File: src/rtl/shift_register.sv
// Serial-in, parallel-out bidirectional shift register with shift enable.
// serial_out exposes the bit that the next enabled shift will discard, for chaining stages.
module shift_register #(
    parameter int WIDTH = 8
) (
    input  logic             clk,
    input  logic             reset,
    input  logic             shift_en,
    input  logic             direction,
    input  logic             data_in,
    output logic [WIDTH-1:0] data_out,
    output logic             serial_out
);

    generate
        if (WIDTH < 2 || WIDTH > 64) begin : g_bad_width
            $error("shift_register: WIDTH must be in 2..64");
        end
    endgenerate

    logic [WIDTH-1:0] shreg_p0;

    // Stage p0: the register itself; direction is sampled at the same edge as data_in.
    always_ff @(posedge clk or posedge reset) begin
        if (reset) begin
            shreg_p0 <= '0;
        end else if (shift_en) begin
            if (direction) begin
                shreg_p0 <= {data_in, shreg_p0[WIDTH-1:1]};
            end else begin
                shreg_p0 <= {shreg_p0[WIDTH-2:0], data_in};
            end
        end
    end

    assign data_out   = shreg_p0;
    assign serial_out = direction ? shreg_p0[0] : shreg_p0[WIDTH-1];

endmodule

File: config.mk
export PLATFORM = sky130hd
export DESIGN_NAME = shift_register
export DESIGN_NICKNAME = d
export VERILOG_FILES = /design/src/rtl/shift_register.sv
export SDC_FILE = /design/constraint.sdc
export NUM_CORES = 1
export LEC_CHECK = 0
export BUFFER_PORTS_ARGS = -buffer_cell sky130_fd_sc_hd__buf_2
export CAP_MARGIN = 15
export CORE_AREA = 2 2 39 41
export CTS_BUF_LIST = sky130_fd_sc_hd__clkbuf_2 sky130_fd_sc_hd__clkbuf_4 sky130_fd_sc_hd__clkbuf_8
export CTS_CLUSTER_SIZE = 20
export DETAILED_ROUTE_END_ITERATION = 10
export DIE_AREA = 0 0 41 43
export PLACE_DENSITY = 0.63
export SLEW_MARGIN = 20
export SYNTH_ARGS = -nofsm -noshare
export SYNTH_HDL_FRONTEND = slang
export SYNTH_SLANG_ARGS = --single-unit
File: constraint.sdc
create_clock -name clk -period 2.09 [get_ports clk]
set_input_delay 0.418 -clock clk [delete_from_list [all_inputs] [get_ports clk]]
set_output_delay 0.418 -clock clk [all_outputs]
set_load 0.01 [all_outputs]
==> metrics.txt <==
DRT Wirelength between 700 and 800 um; # rows 14; critical path arrival around 1.1 ns; syn nets 42; Final Setup Violations 0; Most Frequent Cell on Critical Path buf_2; Synth Warn # 0; Initial DRC Count 2; DRC Markers 0; RR Endpoint data_out[2]$_DFFE_PP0P_; Mean Syn Cell Area around 11 um^2; final total power roughly 0.00045 W; Tcrit/Tclk final about three quarters; GRT overflow 0; Antenna Cells 0; maximum VDD drop 0.254 mV; H-Tree Depth 1; I/O Buffers 13; Sink Count 8; Leakage around 0.22 nW; commonest non-fill, non-tap cell in the layout buf_2; die width around 41 um; Slew headroom 79.2%; post-CTS setup buffers 0; area grow syn2layout 20.8%; reg2reg setup slack between 1 and 1.5 ns; crit path max-delay cell type mux2_2; RSZ-0062 raised after global routing false; Initial Utilization 28.3%; Seq cells post-synth 8; Post-Syn Area ~400 um^2; insertion delay to the later sink of the worst-skew pair approximately 0.25 ns; I/O pin cnt 14; fin crit period around 1.6 ns; Setup crit start kind primary input; R2R depth 2; Core Util, Final between 30% and 40%; critical path type in2out; CTS resizes 0; share of cells above drive strength 1 34.0%; max frequency 643 MHz; Max stage delay on crit path about 0.36 ns; sequential area share after synthesis about half; largest net degree at the start of global routing 17; Inserted Clock Buffers 3; Placed Area around 450 um^2; via count ~320; Slew Limit Fails 0; Final Skew ~0.0039 ns; vias in the first global route 305; R2R Path Start data_out[3]$_DFFE_PP0P_; max FFs per register 8; DR pass1 iterations 2; Mapped Cells 37; Slew @ Worst Pin ~0.31 ns; first-pass GRT wire length around 1200 um; initial antenna violation count 0; CTS tree done; DR vias/cell ~4.8; CP Max Fanout 9; Crit path required time ~1.7 ns; Post-DRT Antenna Nets 0; fin nets 57; status complete, no violations; Setup crit end kind output port; PwrDens around 950 mW/mm^2; Hold Crit Class in2async; count of cell types in the netlist 8; die height 43 um; # Max-Cap Violations 0; core area about 0.0014 mm^2; Worst-path clk slew 0.06 ns; most frequent cells in the layout 13 x buf_2, 8 x mux2i_1, 8 x nor2_1, 8 x a21oi_1, 8 x dfrtp_1; GPL Wtd Cong around 0.62; Max Root-Sink Buffers 2; final hold vios 0; DR WL/cell 11.8 um; CTS root buffer clkbuf_4; GRT Overall Usage roughly 11%; cells along the critical path buf_2 > mux2_2 > buf_2; design area roughly 470 um^2; setup TNS 0 ns; CTS Hold Bufs 0; die area 0.00176 mm^2
## layer usage
metal  GRT usage (%)  vias to the layer above  part of all wire (%)
met5               0                        -                     0
met3            6.28                        0                   5.7
met4            10.0                        0                     0
li1                -                      153                     -
met2            15.3                        8                    51
met1            12.2                      157                    43
## final cells by class
| type | instances | area [um^2] |
|---|---|---|
| Sequential cell | 8 | 200 |
| Inverter | 1 | 3.75 |
| Fill cell | 155 | 911 |
| Tap cell | 16 | 20.0 |
| Multi-Input combinational cell | 25 | 161 |
| Clock buffer | 3 | 22.5 |
| Timing Repair Buffer | 13 | 65.1 |
## cell usage after synthesis (all sizes together)
library cell	number	area, um^2
inv	1	3.75
mux2i	8	80.1
mux2	1	11.3
a21oi	8	40.0
nor2	8	30.0
dfrtp	8	200
buf	3	26.3
## worst max-delay path by stage
stage,start,end,slack (ns)
final,direction,serial_out,0.53
after global routing,direction,serial_out,0.50
after CTS,direction,serial_out,0.52
after detailed placement,direction,serial_out,0.53
after global placement,direction,serial_out,0.53
after floorplan,direction,serial_out,0.77
## worst max-delay path: cells and delay by family
family,cells,cell delay [ns]
muxes,1,0.36
buffers and inverters,2,0.36
## cell families (layout without fill, tap and decap cells)
logic type | count (synthesis) | after routing | synth area share [%]
compound gates | 8 | 8 | 10.2
flops | 8 | 8 | 51.1
simple gates | 8 | 8 | 7.67
buf+inv | 4 | 17 | 7.67
mux | 9 | 9 | 23.3
## power breakdown
group          internal (W)  switching [W]
combinational     0.0000531      0.0000581
clock             0.0000658      0.0000536
sequential         0.000185      0.0000320
total              0.000304       0.000144
## stage by stage
step,hold WS (ns),std cells,setup WS (ns)
after floorplan,0.234,37,0.768
after global placement,0.379,63,0.531
after detailed placement,0.386,63,0.525
after CTS,0.110,66,0.519
after global routing,0.105,66,0.499
final,0.101,66,0.534
No activity file was read; power rests on OpenSTA's default activity.
